<file path="config.mk">
export PLATFORM = sky130hd
export DESIGN_NAME = serial_adder_ctrl
export DESIGN_NICKNAME = d
export VERILOG_FILES = /design/src/rtl/serial_adder_ctrl.sv
export SDC_FILE = /design/constraint.sdc
export NUM_CORES = 1
export LEC_CHECK = 0
export CORE_MARGIN = 5
export CORE_UTILIZATION = 54
export CTS_CLUSTER_DIAMETER = 60
export DETAILED_ROUTE_END_ITERATION = 10
export GPL_ROUTABILITY_DRIVEN = 0
export PLACE_DENSITY_LB_ADDON = 0.25
export SYNTH_ARGS = -nofsm -noshare
export SYNTH_HDL_FRONTEND = slang
export SYNTH_HIERARCHICAL = 1
export SYNTH_SLANG_ARGS = --single-unit
export TNS_END_PERCENT = 100
</file>
<file path="constraint.sdc">
create_clock -name clk -period 4.5 [get_ports clk]
set_clock_uncertainty 0.2 [all_clocks]
set_input_delay 0.9 -clock clk [delete_from_list [all_inputs] [get_ports clk]]
set_output_delay 0.9 -clock clk [all_outputs]
set_load 0.05 [all_outputs]
</file>
<file path="src/rtl/serial_adder_ctrl.sv">
// Bit-serial WIDTH-bit adder that time-shares one 1-bit full adder cell behind a start/ready/done handshake.
// Define SERIAL_ADDER_SUB_EN to add a 'sub' input that computes a_in - b_in instead.

module adder (
  input  logic a,
  input  logic b,
  input  logic cin,
  output logic s,
  output logic cout
);
  assign s    = a ^ b ^ cin;
  assign cout = (a & b) | (cin & (a ^ b));
endmodule

module serial_adder_ctrl #(
  parameter int WIDTH = 8
) (
  input  logic             clk,
  input  logic             rst,
  input  logic             start,
  input  logic [WIDTH-1:0] a_in,
  input  logic [WIDTH-1:0] b_in,
  input  logic             cin_in,
`ifdef SERIAL_ADDER_SUB_EN
  input  logic             sub,
`endif
  output logic             ready,
  output logic             busy,
  output logic             done,
  output logic [WIDTH-1:0] sum,
  output logic             cout
);

  localparam int CW = $clog2(WIDTH);

  typedef enum logic [1:0] {IDLE, RUN, DONE} state_t;

  state_t           state_q, state_d;
  logic [CW-1:0]    cnt;
  logic [WIDTH-1:0] a_sh, b_sh;
  logic [WIDTH-2:0] res_sh;
  logic [WIDTH-1:0] res_next;
  logic             carry_q;
  logic             fa_s, fa_cout;
  logic             take, last_bit;
  logic [WIDTH-1:0] b_load;
  logic             carry_load;

  adder u_fa (
    .a    (a_sh[0]),
    .b    (b_sh[0]),
    .cin  (carry_q),
    .s    (fa_s),
    .cout (fa_cout)
  );

  assign take     = (state_q == IDLE) && start;
  assign last_bit = (state_q == RUN) && (cnt == CW'(WIDTH - 1));
  // The collected bits plus the current sum bit form the full result on the last edge.
  assign res_next = {fa_s, res_sh};

`ifdef SERIAL_ADDER_SUB_EN
  // Two's-complement subtraction: invert B and force the initial carry to one.
  assign b_load     = sub ? ~b_in : b_in;
  assign carry_load = sub ? 1'b1 : cin_in;
`else
  assign b_load     = b_in;
  assign carry_load = cin_in;
`endif

  // NOTE: sequential state uses non-blocking assignments so every register samples pre-edge values.
  always_ff @(posedge clk) begin
    if (rst) state_q <= IDLE;
    else     state_q <= state_d;
  end

  // NOTE: default assignment first so no path leaves state_d unassigned (no latch).
  always_comb begin
    state_d = state_q;
    case (state_q)
      IDLE:    if (start) state_d = RUN;
      RUN:     if (last_bit) state_d = DONE;
      DONE:    state_d = IDLE;
      default: state_d = IDLE;
    endcase
  end

  always_comb begin
    ready = 1'b0;
    busy  = 1'b0;
    done  = 1'b0;
    case (state_q)
      IDLE:    ready = 1'b1;
      RUN:     busy  = 1'b1;
      DONE:    done  = 1'b1;
      default: ready = 1'b0;
    endcase
  end

  always_ff @(posedge clk) begin
    if (rst) begin
      a_sh    <= '0;
      b_sh    <= '0;
      res_sh  <= '0;
      carry_q <= 1'b0;
      cnt     <= '0;
      sum     <= '0;
      cout    <= 1'b0;
    end else if (take) begin
      a_sh    <= a_in;
      b_sh    <= b_load;
      carry_q <= carry_load;
      cnt     <= '0;
    end else if (state_q == RUN) begin
      a_sh    <= a_sh >> 1;
      b_sh    <= b_sh >> 1;
      res_sh  <= res_next[WIDTH-1:1];
      carry_q <= fa_cout;
      cnt     <= cnt + 1'b1;
      // sum/cout keep showing the previous result until the final bit is in.
      if (last_bit) begin
        sum  <= res_next;
        cout <= fa_cout;
      end
    end
  end

endmodule

</file>
==> impl_results.md <==
- Setup tns final: 0 ps
- Status: finished, final reports clean
- Layout cells sized above 1: around 7.9%
- CTS Root Cell: clkbuf_4
- # IOs: 32
- Ant. Diodes: 0
- Slew @ Worst Pin: 675 ps
- Net Switching: 0.000165 W
- CP startpoint: state_q[0]
- Initial antenna violation count: 0
- Crit Path Class: register to primary output
- WP buf/inv: 3
- Clk pin slew, worst setup/hold paths: 100 ps
- Largest net degree at the start of global routing: 39
- Post-DRT Antenna Nets: 0
- Post-CTS sizing: 0
- Fin Hold WS: 264 ps
- Final instance area: between 1500 and 2000 um^2
- Cell-internal power: about 0.00052 W
- Critical Path Sink Type: primary output
- Placed cell area: 1870 um^2
- WL final: ~3.3 mm
- Die width: around 65 um
- Share of power burned in the clock network: 33.8%
- Number of global-route vias before repair: ~1300
- LEAKAGE: 0.710 nW
- Row count: 19
- All-layer global routing usage: 17.2%
- RSZ-0062 raised after global routing: false
- Area delta synth->final: 20.3%
- Die ar.: 4200 um^2
- # fillers: around 250
- Ys Warns: 6
- CP delay by family, top: buffers and inverters
- Clock Tree Buf Depth: 2
- CP arrival: about 2100 ps
- Sw Ratio: between 20% and 30%
- CTS HTree Levels: 2
- Syn_nets: between 200 and 250
- Critical path startpoint category: register
- Placeable Area: 2830 um^2
- Total CTS buffers: 5
- First-pass GRT wire length: around 5.7 mm
- Dpl hpwl: around 2.3 mm
- Peak Freq: 309 MHz
- # clock sinks: 38
- Iteration-0 DRC Markers: ~140
- Vias per cell: ~5.5
- Final setup viols: 0
- Gate power share: between 10% and 20%
- Initial Utilization: 57.3%
- Final-stage net count: around 240
- Synth Register Bits: 38
- Max FO, Critical Path: 25
- CTS hold repair buffers: 0
- Port Buf Inserts: 31
- Avg Cell Area, Syn: about 8.5 um^2
- Final Critical Period: 3240 ps
- DR vias: approximately 1400
- CP max-delay cell: clkdlybuf4s50_1
- WL/cell: about 13 um
- Critical path's largest stage delay: approximately 800 ps
- Post-synthesis instance total: 190
- Gr ovfl total: 0
- Clock latency at the later pin of the worst-skew pair: 340 ps
- Residual DRC count: 0
- Postcts setup bufs: 0
- CTS tree: built
- Final Max Slew Viols: 0
- HP Start: sum[4]
- Power Dens Cells: approximately 350 nW/um^2
- Hold Path Class: register to register
- Distinct cells, synth: 26
- Count of final hold-check violations: 0
- Launch point of the worst reg-to-reg path: cnt[0]
- Sequential area share after synthesis: a little under half
- Max cap viols: 0
- Maximum VDD drop: 225 uV
- Overall Power: 0.000690 W
- CP required: 3400 ps
- DR pass1 iterations: 4
- Crit-path cells: nand2b_1 -> buf_4 -> inv_2 -> clkdlybuf4s50_1
- Die Y-Extent: between 60 and 70 um
- Cell Area, Synth: 1620 um^2
- Sequential Power Share: a little over half
- Fin crit share: between 70 and 80%
- Max-slew headroom: between 50% and 60%
cells in the mapped netlist, drive strengths merged:
library cell   n  area [um^2]
nand2         36          135
mux2i          3         30.0
nor3b          1         18.8
dfxtp         38          761
nand2b         4         25.0
o21a           1         7.51
buf           11          105
fa             1         20.0
nand3b         1         7.51
a21oi         32          160
ha             2         25.0
or3b           4         35.0
xnor2          1         8.76
nor2          19         73.8
clkbuf         5         18.8
o21ba          1         10.0
a211oi        12         90.1
nand3         10         50.1
nor2b          1         6.26
nor3           6         30.0
inv            1         3.75
cell type report:
| class | count | area [um^2] | share of cell area, % |
|---|---|---|---|
| clock buffer | 6 | 51.3 | 2.63 |
| clock inverter | 1 | 30.0 | 1.54 |
| inverter | 1 | 3.75 | 0.192 |
| multi-input combinational | 135 | 733 | 37.6 |
| sequential | 38 | 761 | 39.0 |
| tap | 31 | 38.8 | 1.99 |
| timing repair buffer | 34 | 333 | 17.1 |
power groups by stage:
stage | Clock (W) | Sequential, W | Combinational [W]
floorplan | 0 | 0.000368 | 0.0000714
global placement | 0 | 0.000371 | 0.0000891
detailed placement | 0 | 0.000372 | 0.0000923
CTS | 0.000239 | 0.000364 | 0.0000929
global route | 0.000254 | 0.000367 | 0.000103
finish | 0.000233 | 0.000364 | 0.0000923
registers in the layout, summed over array words and instances (netlist names):
| signal | flops |
|---|---|
| cnt | 3 |
| carry_q | 1 |
| res_sh | 7 |
| b_sh | 8 |
| a_sh | 8 |
| cout | 1 |
| sum | 8 |
| state_q | 2 |
layer usage:
metal / vias to the layer above / wire length (um) / global-route usage [%]
met5: - / 0 / 0
met4: 0 / 49 / 6.33
met3: 6 / 183 / 6.91
met2: 32 / 1670 / 30.7
met1: 626 / 1380 / 18.3
li1: 690 / - / -
cell families (layout without fill, tap and decap cells):
kind of cell	count (synthesis)	count (layout)	share of synthesized area, %
mux	3	3	1.85
fa+ha+maj	3	3	2.78
compound gates	46	46	16.5
simple gates	82	82	23.5
xor+xnor	1	1	0.540
buf+inv	17	42	7.87
flops	38	38	46.9
worst paths after layout:
check        endpoint  slack, ps  depth (start not counted)
max reg2reg      cout       2600                          5
max              busy       1260                          4
min            sum[4]        260                          2
min reg2reg    sum[4]        260                          2
through the flow:
stage | worst slack (ps) | utilization (%) | std cells
floorplan | 2200 | - | 190
global placement | 1690 | 66.1 | 239
detailed placement | 1640 | 66.1 | 239
CTS | 1250 | 69.0 | 246
global route | 1160 | 69.0 | 246
finish | 1260 | 69.0 | 246
placed cells by master (no fill, tap or decap), types with 2 or more instances in the layout:
cell / count
nand2_1: 36
mux2i_1: 3
nor2_1: 18
nand2b_1: 4
or3b_2: 3
a211oi_1: 12
nand3_1: 10
buf_4: 3
nor3_1: 6
clkbuf_4: 5
a21oi_1: 32
dfxtp_1: 38
ha_1: 2
clkdlybuf4s50_1: 31
worst register-to-register path: cells and delay by family, from the launching register on:
family | cells | cell delay, ps
flops | 1 | 370
simple gates | 2 | 420
mux | 1 | 250
fa+ha+maj | 2 | 550
Note: power is estimated with default switching activity, not from simulation.
==> RTL change 1 (same flow settings) <==
The option `SERIAL_ADDER_SUB_EN` is turned on by a define.
--- a/src/rtl/serial_adder_ctrl.sv
+++ b/src/rtl/serial_adder_ctrl.sv
@@ -1,4 +1,6 @@
 // Bit-serial WIDTH-bit adder that time-shares one 1-bit full adder cell behind a start/ready/done handshake.
 // Define SERIAL_ADDER_SUB_EN to add a 'sub' input that computes a_in - b_in instead.
+
+`define SERIAL_ADDER_SUB_EN
 
 module adder (
Interface: changed (added sub); port bits go from 32 to 33. The function was not compared with the original's and may differ.
==> RTL change 1 against the unedited design <==
Cell area about the same. Power down 10%. Setup slack improved by 0.097 ns. Largest power group unchanged. Area after synthesis decreased by 1.3%. Non-clock buffer count grew 2. Sequential share of layout area about the same. Sequential cell count did not move. Routed wire length up 2.6%. Count of clock-buffer cells in the layout is 1 lower. Critical path type unchanged. Worst hold slack worse by 0.0035 ns.
==> RTL change 1: results (changes against the unedited design) <==
metric;value;unit;change
gr-usage-met3;5.699;%;-1.2 points
yosysUniqueCellTypes;30;;+15%
wire_per_inst;13.91;µm;+4.3%
vias;1370;;+1.2%
r2r_setup_slack;2.64;ns;+0.04 ns
min_from;sum[4];;
holdWs;0.2605;ns;-0.003472 ns
power_density;317.1;nW/µm²;-10%
cts.htree.levels;2;;unchanged
r2r_cells;5;;unchanged
grt_start_max_net_pins;24;;-38%
status;complete, no violations;;
port_buffers;32;;+3.2%
met2WireLength;1708;µm;+2.2%
reg_top3;a_sh x8, b_sh x8, sum x8;;
crit_family;buffers and inverters;;
peakVddDrop;0.1918;mV;-15%
dp.cells;235;;-1.7%
layout-drive-gt1-share;6.635;%;-1.3 points
crit_path_top_delay_cell;clkdlybuf4s50_1;;
swShare;26.84;%;+2.9 points
synth_ff_type;dfxtp_1;;
p_seq;362;µW;
yosysSeqAreaShare;47.54;%;+0.62 points
met1_usage;20.30;%;+2.0 points
worst-path-max-fanout;20;;-20%
synth.area.top_cells;dfxtp_1 48%, a21oi_1 7.5%, nand2_1 7.3%, nor2_1 4.7%, a221o_1 4.4%;;
grt_usage;17.70;%;+0.46 points
gr-usage-met2;30.41;%;-0.24 points
wl_met1;1429;µm;+3.9%
rr_endpoint;cout;;
syn_nets;208;;-2.3%
relSlewSlack;61.29;%;+6.4 points
n_antenna_cell;0;;unchanged
drt_iter0_drc;51;;-62%
grt_pass1_wl;5768;µm;+1.5%
p_clk_share;26.6;%;-7.2 points
grt_pass1_vias;1325;;-1.7%
hpwl;2470;µm;+9.0%
avgSynthCellArea;8.697;µm²;+1.9%
hold_class;register to register;;
critPathCapture;busy;;
hold_depth;2;;unchanged
p_leak;0.7159;nW;+0.87%
drt-total-wl;3366;µm;+2.6%
dp_slack;1.694;ns;+0.05328 ns
wl_met3;172;µm;-6.0%
placed_cell_area;1902;µm²;+1.7%
setup_ws;1.358;ns;+0.09682 ns
synthTopCellsByCount;38 x dfxtp_1, 31 x nand2_1, 24 x a21oi_1, 20 x nor2_1, 10 x nand3_1;;
cts_made_buffers;5;;unchanged
[RTL change 1: cell count changes in the layout (fill, tap and decap cells not counted), sizes merged, moves of 2 or more]
cell	unedited run	this run
or3b	4	1
o21ai	0	2
a221o	0	7
clkinv	0	2
a21oi	32	24
xnor2	1	8
a211oi	12	6
nor3	6	3
nand2b	4	1
nand2	36	31
[RTL change 1: kinds of logic after synthesis]
family	count (synthesis)	synth area share, %
xor gates and xnor gates	9	4.926
AOI/OAI and AO/OA	44	17.98
adders and majority gates	3	2.814
buffers and inverters	17	5.707
muxes	3	1.877
DFF	38	47.54
and+or+nand+nor	70	19.16
[RTL change 1: area by class of cell]
type                       count  area [µm²]
fill                         245       855.8
sequential                    38       760.7
multi-input combinational    129       748.2
timing repair buffer          36       350.3
tap                           31       38.79
clock buffer                   5       37.54
clock inverter                 2       10.01
inverter                       1       3.754
==> RTL change 2 (config.mk and constraints unchanged) <==
Made on the original files. Reset style: asynchronous (`rst`), changed in 2 clocked blocks.
--- a/src/rtl/serial_adder_ctrl.sv
+++ b/src/rtl/serial_adder_ctrl.sv
@@ -70,5 +70,5 @@
 
   // NOTE: sequential state uses non-blocking assignments so every register samples pre-edge values.
-  always_ff @(posedge clk) begin
+  always_ff @(posedge clk or posedge rst) begin
     if (rst) state_q <= IDLE;
     else     state_q <= state_d;
@@ -98,5 +98,5 @@
   end
 
-  always_ff @(posedge clk) begin
+  always_ff @(posedge clk or posedge rst) begin
     if (rst) begin
       a_sh    <= '0;
Behaviour: differs if rst is asserted again (counterexample within 4 cycles, from zero or initial values and one cycle with rst high); with rst held inactive, the same outputs for 10 cycles.
==> RTL change 2 against the unedited design <==
Cell area grew 7.4%. Sequential cell count is the same. Routed wire length grew 4.9%. First-iteration DRC count shrank 44%. Setup slack lost 0.45 ns. Critical path type unchanged. Area after synthesis grew 3.7%.
Power is not compared: it rests on default switching activity, and its combinational part moved more than twofold at a synthesized area within 25%.
==> RTL change 2: results (changes against the unedited design) <==
metric;value;unit;change
status;complete, no violations;;
fin_cells;232;;-5.7%
slowest_delay;0.82;ns;+0.02 ns
critPathKind;register to primary output;;
fmax;271.2;MHz;-12%
worst-path-max-fanout;22;;-12%
avgViaCountPerCell;5.478;;-0.47%
p_leak;0.9303;nW;
async_flop_share;100.0;%;+100 points
tightest_slew;0.6760;ns;+0.0005960 ns
grt_pass1_wl;6016;µm;+5.8%
crit_path_top_delay_cell;clkdlybuf4s50_1;;
dp.cells;224;;-6.3%
synth.area.top_cells;dfrtp_1 57%, mux2_2 6.0%, nand2_1 5.8%, nor3_1 4.8%, o32ai_1 3.6%;;
holdWs;0.3064;ns;+0.04251 ns
drt-total-wl;3440;µm;+4.9%
synth_ff_type;dfrtp_1;;
yosysSeqAreaShare;56.55;%;+9.6 points
layout-drive-gt1-share;12.77;%;+4.9 points
yosysUniqueCellTypes;22;;-15%
path_clk_slew;0.12;ns;+0.02 ns
post_cts_buffers;0;;unchanged
grt_usage;18.29;%;+1.0 points
synthTopCellsByCount;38 x dfrtp_1, 26 x nand2_1, 16 x nor2_1, 16 x nor3_1, 9 x mux2_2;;
port_buffers;31;;unchanged
syn_nets;180;;-15%
r2r_setup_slack;2.26;ns;-0.34 ns
drt_iter0_drc;76;;-44%
grt_pass1_vias;1269;;-5.9%
dp_slack;1.233;ns;-0.4076 ns
clock_path_buffers;2;;unchanged
rr_startpoint;state_q[1];;
cts.htree.levels;2;;unchanged
hpwl;2341;µm;+3.3%
avgSynthCellArea;10.71;µm²;+26%
cp.arrival;2.59;ns;+0.45 ns
fin_nets;210;;-12%
min_from;cnt[0];;
placed_cell_area;1984;µm²;+6.2%
synth_edf_count;0;;unchanged
RTL change 2: final timing paths:
check | end | depth (start not counted)
max in group asynchronous | a_sh[1] | 3
hold / removal | cnt[0] | 1
setup reg to reg | sum[0] | 4
setup / recovery | done | 3
min in group asynchronous | sum[0] | 3
hold reg to reg | cnt[0] | 1
RTL change 2: cell type report:
class / instances / area (µm²)
Multi-Input combinational cell: 104 / 638.1
Sequential cell: 38 / 950.9
Fill cell: 237 / 932.1
Tap cell: 44 / 55.05
Clock buffer: 6 / 51.30
Inverter: 6 / 22.52
Timing Repair Buffer: 32 / 317.8
Clock inverter: 2 / 60.06
RTL change 2: where the power goes:
part           total (mW)  switching, mW  internal [mW]
clock               0.298          0.110          0.188
sequential          0.618          0.120          0.499
combinational       0.661          0.391          0.270
total                1.58          0.621          0.957
RTL change 2: kinds of logic after synthesis:
kind of cell	after synthesis	synth area share, %
compound gates	29	11.76
buf+inv	15	5.505
fa+ha+maj	3	2.678
mux	9	6.027
flops	38	56.55
simple gates	63	17.49
RTL change 2: layer usage:
layer | track usage (%) | wire length (µm)
met5 | 0 | 0
met4 | 7.772 | 56
met1 | 24.25 | 1583
met3 | 5.442 | 172
met2 | 27.78 | 1628
